--- src/rtl/irq_stub_pkg.sv ---
// Shared types and constants for the interrupt source stub and the CPU stub
// that talks to it.
package irq_stub_pkg;

  // Handshake phases of one interrupt round trip.
  typedef enum logic [2:0] {
    IDLE,
    ASSERT,
    WAIT_HANDLER,
    WAIT_RETURN,
    GAP,
    DONE,
    ERROR
  } state_t;

  // Addresses the CPU stub must agree on.
  localparam logic [31:0] DEFAULT_ACK_ADDR   = 32'h0000_7F20;
  localparam logic [31:0] DEFAULT_HANDLER_PC = 32'h0000_4180;
  localparam logic [31:0] DEFAULT_TRIGGER_PC = 32'h0000_3010;

  // Width of the shared phase timer.
  localparam int TIMER_W = 16;

endpackage

--- src/rtl/irq_watchdog_timer.sv ---
// Saturating up-counter with a programmable expiry point. One instance is
// shared by all timed phases; the owner picks the limit per phase.
module irq_watchdog_timer #(
  parameter int W = 16
) (
  input  logic         clk,
  input  logic         reset,
  input  logic         clear,
  input  logic         enable,
  input  logic [W-1:0] limit,
  output logic [W-1:0] count,
  output logic         expired
);

  // Count up while enabled, hold at all-ones, restart on clear or reset.
  always_ff @(posedge clk) begin
    // NOTE: registers take <= so every flop samples pre-edge values, no
    // matter how the always blocks are ordered by the simulator.
    if (reset || clear) begin
      count <= '0;
    end else if (enable && (count != '1)) begin
      count <= count + W'(1);
    end
  end

  // Expired on the last cycle of the window, i.e. count == limit-1.
  assign expired = (count == (limit - W'(1)));

endmodule

--- src/rtl/irq_source_stub.sv ---
// Device end of the CPU interrupt handshake: raises `interrupt` at a trigger
// PC, waits for an acknowledge write, then watches the CPU enter and leave
// the handler. Protocol violations raise sticky error flags.
module irq_source_stub
  import irq_stub_pkg::*;
#(
  parameter logic [31:0] ACK_ADDR        = DEFAULT_ACK_ADDR,
  parameter logic [31:0] TRIGGER_PC      = DEFAULT_TRIGGER_PC,
  parameter logic [31:0] HANDLER_PC      = DEFAULT_HANDLER_PC,
  parameter int          ACK_TIMEOUT     = 16,
  parameter int          HANDLER_TIMEOUT = 64,
  parameter int          REARM_GAP       = 8,
  parameter int          MAX_IRQS        = 4
) (
  input  logic        clk,
  input  logic        reset,
  input  logic [31:0] macroscopic_pc,
  input  logic [31:0] m_data_addr,
  input  logic [3:0]  m_data_byteen,
  output logic        interrupt,
  output logic [7:0]  irq_count,
  output logic        busy,
  output logic        done,
  output logic        err_ack_timeout,
  output logic        err_handler_timeout,
  output logic        err_spurious_ack
);

  localparam logic [TIMER_W-1:0] ACK_LIMIT     = TIMER_W'(ACK_TIMEOUT);
  localparam logic [TIMER_W-1:0] HANDLER_LIMIT = TIMER_W'(HANDLER_TIMEOUT);
  localparam logic [TIMER_W-1:0] GAP_LIMIT     = TIMER_W'(REARM_GAP);
  localparam logic [7:0]         MAX_CNT       = 8'(MAX_IRQS);

  state_t               state;
  logic                 ack;
  logic                 timer_clear;
  logic                 timer_enable;
  logic [TIMER_W-1:0]   timer_limit;
  logic [TIMER_W-1:0]   timer_count;
  logic                 timer_expired;
  logic                 timer_overdue;

  assign ack = (m_data_addr == ACK_ADDR) && (m_data_byteen != 4'b0000);

  // Past-limit also counts: the handler window can run past its last cycle
  // when the WAIT_HANDLER -> WAIT_RETURN step wins on that very cycle.
  assign timer_overdue = timer_expired || (timer_count >= timer_limit);

  // Timer control: restart on every phase entry, count inside timed phases.
  always_comb begin
    // NOTE: every output of this block gets a default first so no path
    // leaves it unassigned and no latch is inferred.
    timer_clear  = 1'b0;
    timer_enable = 1'b0;
    timer_limit  = ACK_LIMIT;
    unique case (state)
      ASSERT: begin
        timer_limit  = ACK_LIMIT;
        timer_clear  = ack;
        timer_enable = !ack;
      end
      WAIT_HANDLER: begin
        timer_limit  = HANDLER_LIMIT;
        timer_enable = 1'b1;
      end
      WAIT_RETURN: begin
        timer_limit  = HANDLER_LIMIT;
        timer_clear  = (macroscopic_pc < HANDLER_PC);
        timer_enable = !(macroscopic_pc < HANDLER_PC);
      end
      GAP: begin
        timer_limit  = GAP_LIMIT;
        timer_enable = 1'b1;
      end
      default: begin
        timer_clear = 1'b1;
      end
    endcase
  end

  irq_watchdog_timer #(
    .W (TIMER_W)
  ) u_timer (
    .clk     (clk),
    .reset   (reset),
    .clear   (timer_clear),
    .enable  (timer_enable),
    .limit   (timer_limit),
    .count   (timer_count),
    .expired (timer_expired)
  );

  // Handshake FSM with all outputs registered alongside the state.
  always_ff @(posedge clk) begin
    if (reset) begin
      state               <= IDLE;
      interrupt           <= 1'b0;
      irq_count           <= 8'd0;
      busy                <= 1'b0;
      done                <= 1'b0;
      err_ack_timeout     <= 1'b0;
      err_handler_timeout <= 1'b0;
      err_spurious_ack    <= 1'b0;
    end else begin
      unique case (state)
        IDLE: begin
          if (ack) err_spurious_ack <= 1'b1;
          if ((macroscopic_pc == TRIGGER_PC) && (irq_count < MAX_CNT)) begin
            state     <= ASSERT;
            interrupt <= 1'b1;
            busy      <= 1'b1;
          end
        end
        ASSERT: begin
          if (ack) begin
            interrupt <= 1'b0;
            if (irq_count < MAX_CNT) irq_count <= irq_count + 8'd1;
            state     <= WAIT_HANDLER;
          end else if (timer_overdue) begin
            interrupt       <= 1'b0;
            err_ack_timeout <= 1'b1;
            busy            <= 1'b0;
            state           <= ERROR;
          end
        end
        WAIT_HANDLER: begin
          if (macroscopic_pc == HANDLER_PC) begin
            state <= WAIT_RETURN;
          end else if (timer_overdue) begin
            err_handler_timeout <= 1'b1;
            busy                <= 1'b0;
            state               <= ERROR;
          end
        end
        WAIT_RETURN: begin
          if (ack) err_spurious_ack <= 1'b1;
          if (macroscopic_pc < HANDLER_PC) begin
            state <= GAP;
          end else if (timer_overdue) begin
            err_handler_timeout <= 1'b1;
            busy                <= 1'b0;
            state               <= ERROR;
          end
        end
        GAP: begin
          if (ack) err_spurious_ack <= 1'b1;
          if (timer_overdue) begin
            busy <= 1'b0;
            if (irq_count == MAX_CNT) begin
              done  <= 1'b1;
              state <= DONE;
            end else begin
              state <= IDLE;
            end
          end
        end
        DONE: begin
          if (ack) err_spurious_ack <= 1'b1;
          interrupt <= 1'b0;
          busy      <= 1'b0;
          done      <= 1'b1;
        end
        default: begin
          interrupt <= 1'b0;
          busy      <= 1'b0;
          state     <= ERROR;
        end
      endcase
    end
  end

endmodule

--- config.mk ---
export PLATFORM = sky130hd
export DESIGN_NAME = irq_source_stub
export DESIGN_NICKNAME = d
export VERILOG_FILES = /design/src/rtl/irq_stub_pkg.sv /design/src/rtl/irq_watchdog_timer.sv /design/src/rtl/irq_source_stub.sv
export SDC_FILE = /design/constraint.sdc
export NUM_CORES = 1
export LEC_CHECK = 0
export ABC_CLOCK_PERIOD_IN_PS = 3200
export BUFFER_PORTS_ARGS = -buffer_cell sky130_fd_sc_hd__buf_4
export CAP_MARGIN = 20
export CORE_ASPECT_RATIO = 0.9
export CORE_MARGIN = 10
export CORE_UTILIZATION = 34
export CTS_BUF_LIST = sky130_fd_sc_hd__clkbuf_16
export DETAILED_ROUTE_END_ITERATION = 8
export MAX_ROUTING_LAYER = met4
export PLACE_DENSITY = 0.6
export RECOVER_POWER = 50
export SKIP_LAST_GASP = 1
export SLEW_MARGIN = 20
export SYNTH_ARGS = -nofsm -noshare
export SYNTH_HDL_FRONTEND = slang
export SYNTH_SLANG_ARGS = --single-unit
--- constraint.sdc ---
create_clock -name clk -period 3.2 [get_ports clk]
set_input_delay 0.48 -clock clk [delete_from_list [all_inputs] [get_ports clk]]
set_output_delay 0.48 -clock clk [all_outputs]
set_load 0.02 [all_outputs]
==> run_summary.xml <==
<?xml version="1.0" encoding="UTF-8"?>
<metrics>
  <group name="status">
    <metric name="run_status" unit="">finished, final reports clean</metric>
  </group>
  <group name="logic_synthesis">
    <metric name="synth-async-reset-ratio" unit="%">0</metric>
    <metric name="synth.top_cell.area_share" unit="%">34.4</metric>
    <metric name="yosys.cell_count.top_type" unit="">nor2_1</metric>
    <metric name="synth-seq-cells" unit="">33</metric>
    <metric name="commonest_cells_post_synth" unit="">44 x nor2_1, 33 x dfxtp_1, 16 x nor4_1</metric>
    <metric name="synth_nets" unit="">315</metric>
    <metric name="synth_area_leaders" unit="">dfxtp_1 34%, nor2_1 8.6%, nor4_1 5.2%</metric>
    <metric name="synth_largest_area_cell" unit="">dfxtp_1</metric>
    <metric name="synthDistinctLibCells" unit="">47</metric>
    <metric name="synthesis.area" unit="um^2">1920</metric>
    <metric name="post_synthesis_mean_instance_area" unit="um^2">8.08</metric>
    <metric name="synth_edf_count" unit="">0</metric>
    <metric name="share_of_the_yosys_chip_area_belonging_to_registers" unit="%">34.4</metric>
    <metric name="synthesis.yosys.warnings" unit="">0</metric>
    <metric name="syn_inst" unit="">238</metric>
    <metric name="ys.flop_type" unit="">dfxtp_1</metric>
  </group>
  <group name="placed_design">
    <metric name="post-place-cells" unit="">380</metric>
    <metric name="place.port_buffers" unit="">83</metric>
    <metric name="placement.cell_area" unit="um^2">2580</metric>
    <metric name="routabilityCongestion" unit="">0.853</metric>
    <metric name="dp_hpwl" unit="um">4780</metric>
  </group>
  <group name="die">
    <metric name="die_x" unit="um">99.3</metric>
    <metric name="rows" unit="">25</metric>
    <metric name="design.die.area" unit="um^2">9070</metric>
    <metric name="die_h" unit="um">91.4</metric>
    <metric name="io_pins" unit="">84</metric>
    <metric name="start_util" unit="%">35.7</metric>
    <metric name="core_area" unit="um^2">5380</metric>
  </group>
  <group name="routing">
    <metric name="top_layer_used" unit="">met4</metric>
    <metric name="vias_per_cell" unit="">5.10</metric>
    <metric name="met2WireLength" unit="um">3060</metric>
    <metric name="detailed_router_s_first_iteration_violation_count" unit="">179</metric>
    <metric name="wl_met3" unit="um">255</metric>
    <metric name="post_route_drc" unit="">0</metric>
    <metric name="dr_total_vias" unit="">1974</metric>
    <metric name="drt_pre_antenna_iters" unit="">4</metric>
    <metric name="wirelength" unit="um">5850</metric>
    <metric name="routed_antenna_nets" unit="">0</metric>
    <metric name="met1Wirelength" unit="um">2490</metric>
    <metric name="avgRoutedWirePerCell" unit="um">15.1</metric>
  </group>
  <group name="clock_tree">
    <metric name="clk_root_buffer_cell" unit="">clkbuf_16</metric>
    <metric name="postCtsResizedCells" unit="">0</metric>
    <metric name="worstSkewPairLatency" unit="ns">0.28</metric>
    <metric name="cts_htree_levels" unit="">2</metric>
    <metric name="cts.sink_count" unit="">33</metric>
    <metric name="clock_transition_time_at_the_flip_flop_clock_pins_of_the_worst_setup_and_hold_paths" unit="ns">0.05</metric>
    <metric name="clock_path_buffers" unit="">2</metric>
    <metric name="postCtsSetupRepairBufs" unit="">0</metric>
    <metric name="cts_inserted_buffers" unit="">5</metric>
    <metric name="hold_bufs_at_cts" unit="">0</metric>
    <metric name="tritoncts" unit="">built</metric>
  </group>
  <group name="grt">
    <metric name="global_route.usage.total" unit="%">13.0</metric>
    <metric name="antenna_found_initial" unit="">0</metric>
    <metric name="grt_start_max_net_pins" unit="">19</metric>
    <metric name="overflow" unit="">0</metric>
    <metric name="grt_first_pass_wirelength" unit="um">9530</metric>
    <metric name="first_global_vias" unit="">1929</metric>
  </group>
  <group name="sta">
    <metric name="setup_total_neg_slack" unit="ns">0</metric>
    <metric name="post-route-period-util" unit="%">80.2</metric>
    <metric name="period_minus_slack" unit="ns">2.57</metric>
    <metric name="fin_skew" unit="ns">0.00378</metric>
    <metric name="final-setup-viol-count" unit="">0</metric>
    <metric name="timing_worst_slew_pin_value" unit="ns">0.807</metric>
    <metric name="max_clock_freq" unit="MHz">390</metric>
    <metric name="slew_headroom" unit="%">45.8</metric>
    <metric name="maxSlewViolCount" unit="">0</metric>
    <metric name="grt_setup_unrepaired" unit="">false</metric>
    <metric name="hold_vio_cnt_final" unit="">0</metric>
  </group>
  <group name="cells_and_area">
    <metric name="design.final.nets" unit="">397</metric>
    <metric name="drive_above_1_share" unit="%">25.3</metric>
    <metric name="layoutNonFillerInstCount" unit="">387</metric>
    <metric name="synthToLayoutAreaGrowth" unit="%">38.8</metric>
    <metric name="final_design_area_no_fill" unit="um^2">2670</metric>
    <metric name="antenna-diode-count" unit="">0</metric>
  </group>
  <group name="worst_setup_path">
    <metric name="critPathCaptureType" unit="">register</metric>
    <metric name="arrival_time_worst_endpoint" unit="ns">2.74</metric>
    <metric name="required" unit="ns">3.37</metric>
    <metric name="worst-path-max-fanout" unit="">10</metric>
    <metric name="crit_type" unit="">register to register</metric>
    <metric name="worst_setup_path_start_kind" unit="">register</metric>
  </group>
  <group name="pwr">
    <metric name="irDropWorstVdd" unit="uV">275</metric>
    <metric name="power_per_cell_area" unit="nW/um^2">509</metric>
    <metric name="static-leakage-power" unit="nW">1.04</metric>
    <metric name="fin_total_pwr" unit="mW">1.36</metric>
  </group>
  <group name="worst_hold_path">
    <metric name="holdCritPathClass" unit="">register to register</metric>
  </group>
  <group name="flow_run">
    <metric name="max_cap_violations" unit="">0</metric>
  </group>
</metrics>
-- power breakdown --
part	total [mW]	internal [mW]	switching, mW
Sequential	0.469	0.432	0.0368
Combinational	0.363	0.168	0.196
Clock	0.527	0.361	0.167
Total	1.36	0.961	0.399
-- critical path, stage by stage (launching register included) --
cell	delay, ns
dfxtp_1	0.55
nor2_1	0.15
nand2_1	0.15
nand2_1	0.07
ha_1	0.29
nand4b_1	0.11
nand3_1	0.12
a221oi_4	0.43
nor2b_1	0.23
o21ai_0	0.10
a211oi_1	0.27
-- worst paths after layout --
path,startpoint,to,slack (ns),cells after the start
setup reg to reg,state[1]$_SDFFE_PP0P_,state[0]$_SDFFE_PP0P_,0.63,10
hold reg to reg,irq_count[3]$_SDFFE_PP0P_,irq_count[3]$_SDFFE_PP0P_,0.49,1
hold / removal,irq_count[3]$_SDFFE_PP0P_,irq_count[3]$_SDFFE_PP0P_,0.49,1
setup / recovery,state[1]$_SDFFE_PP0P_,state[0]$_SDFFE_PP0P_,0.63,10
-- placed cells by master, fill, tap and decap left out, types with 2 or more instances in the layout --
cell type / count
a31oi_1: 4
and4_1: 4
nand2b_1: 6
and2_1: 2
dfxtp_1: 33
o21ai_0: 4
clkbuf_1: 16
inv_1: 9
nor4_1: 17
clkbuf_16: 5
xor2_1: 5
a21oi_1: 6
buf_4: 67
nand3_1: 7
ha_1: 7
nor3b_1: 3
nand4_1: 9
nand2_1: 15
nor2_1: 44
nor2b_1: 10
and3_1: 2
xnor2_1: 8
nor3_1: 11
nand4b_1: 2
-- final cells by class --
cell class,instances,area (um^2)
clock buffers,5,125
repair buffers,84,571
clock inverters,2,35.0
multi-input cells,187,1160
flip-flops and latches,33,661
well taps,67,83.8
inverters,9,33.8
fillers,545,2710
-- registers in the layout, summed over array words and instances, names as in the netlist --
register / flops
err_handler_timeout: 1
state: 3
done: 1
interrupt: 1
u_timer.count: 16
irq_count: 8
err_ack_timeout: 1
err_spurious_ack: 1
busy: 1
-- routing by layer --
metal / vias up / GRT usage (%)
li1: 1016 / -
met1: 902 / 15.3
met2: 49 / 21.5
met3: 7 / 2.88
met4: 0 / 3.94
met5: - / -
-- logic make-up after synthesis --
| logic type | share of synthesized area, % |
|---|---|
| simple gates | 39.8 |
| mux | 1.30 |
| fa+ha+maj | 4.55 |
| buf+inv | 4.49 |
| flops | 34.4 |
| xor+xnor | 5.92 |
| compound gates | 9.63 |
-- stage by stage --
stage | hold WS, ns | utilization, % | setup WS, ns
final | 0.487 | 49.6 | 0.635
after global routing | 0.510 | 49.6 | 0.429
after CTS | 0.493 | 51.0 | 0.673
after detailed placement | 0.485 | 48.0 | 0.701
after global placement | 0.473 | 48.0 | 0.748
after floorplan | 0.462 | - | 0.895
No activity file was read; power rests on OpenSTA's default activity.
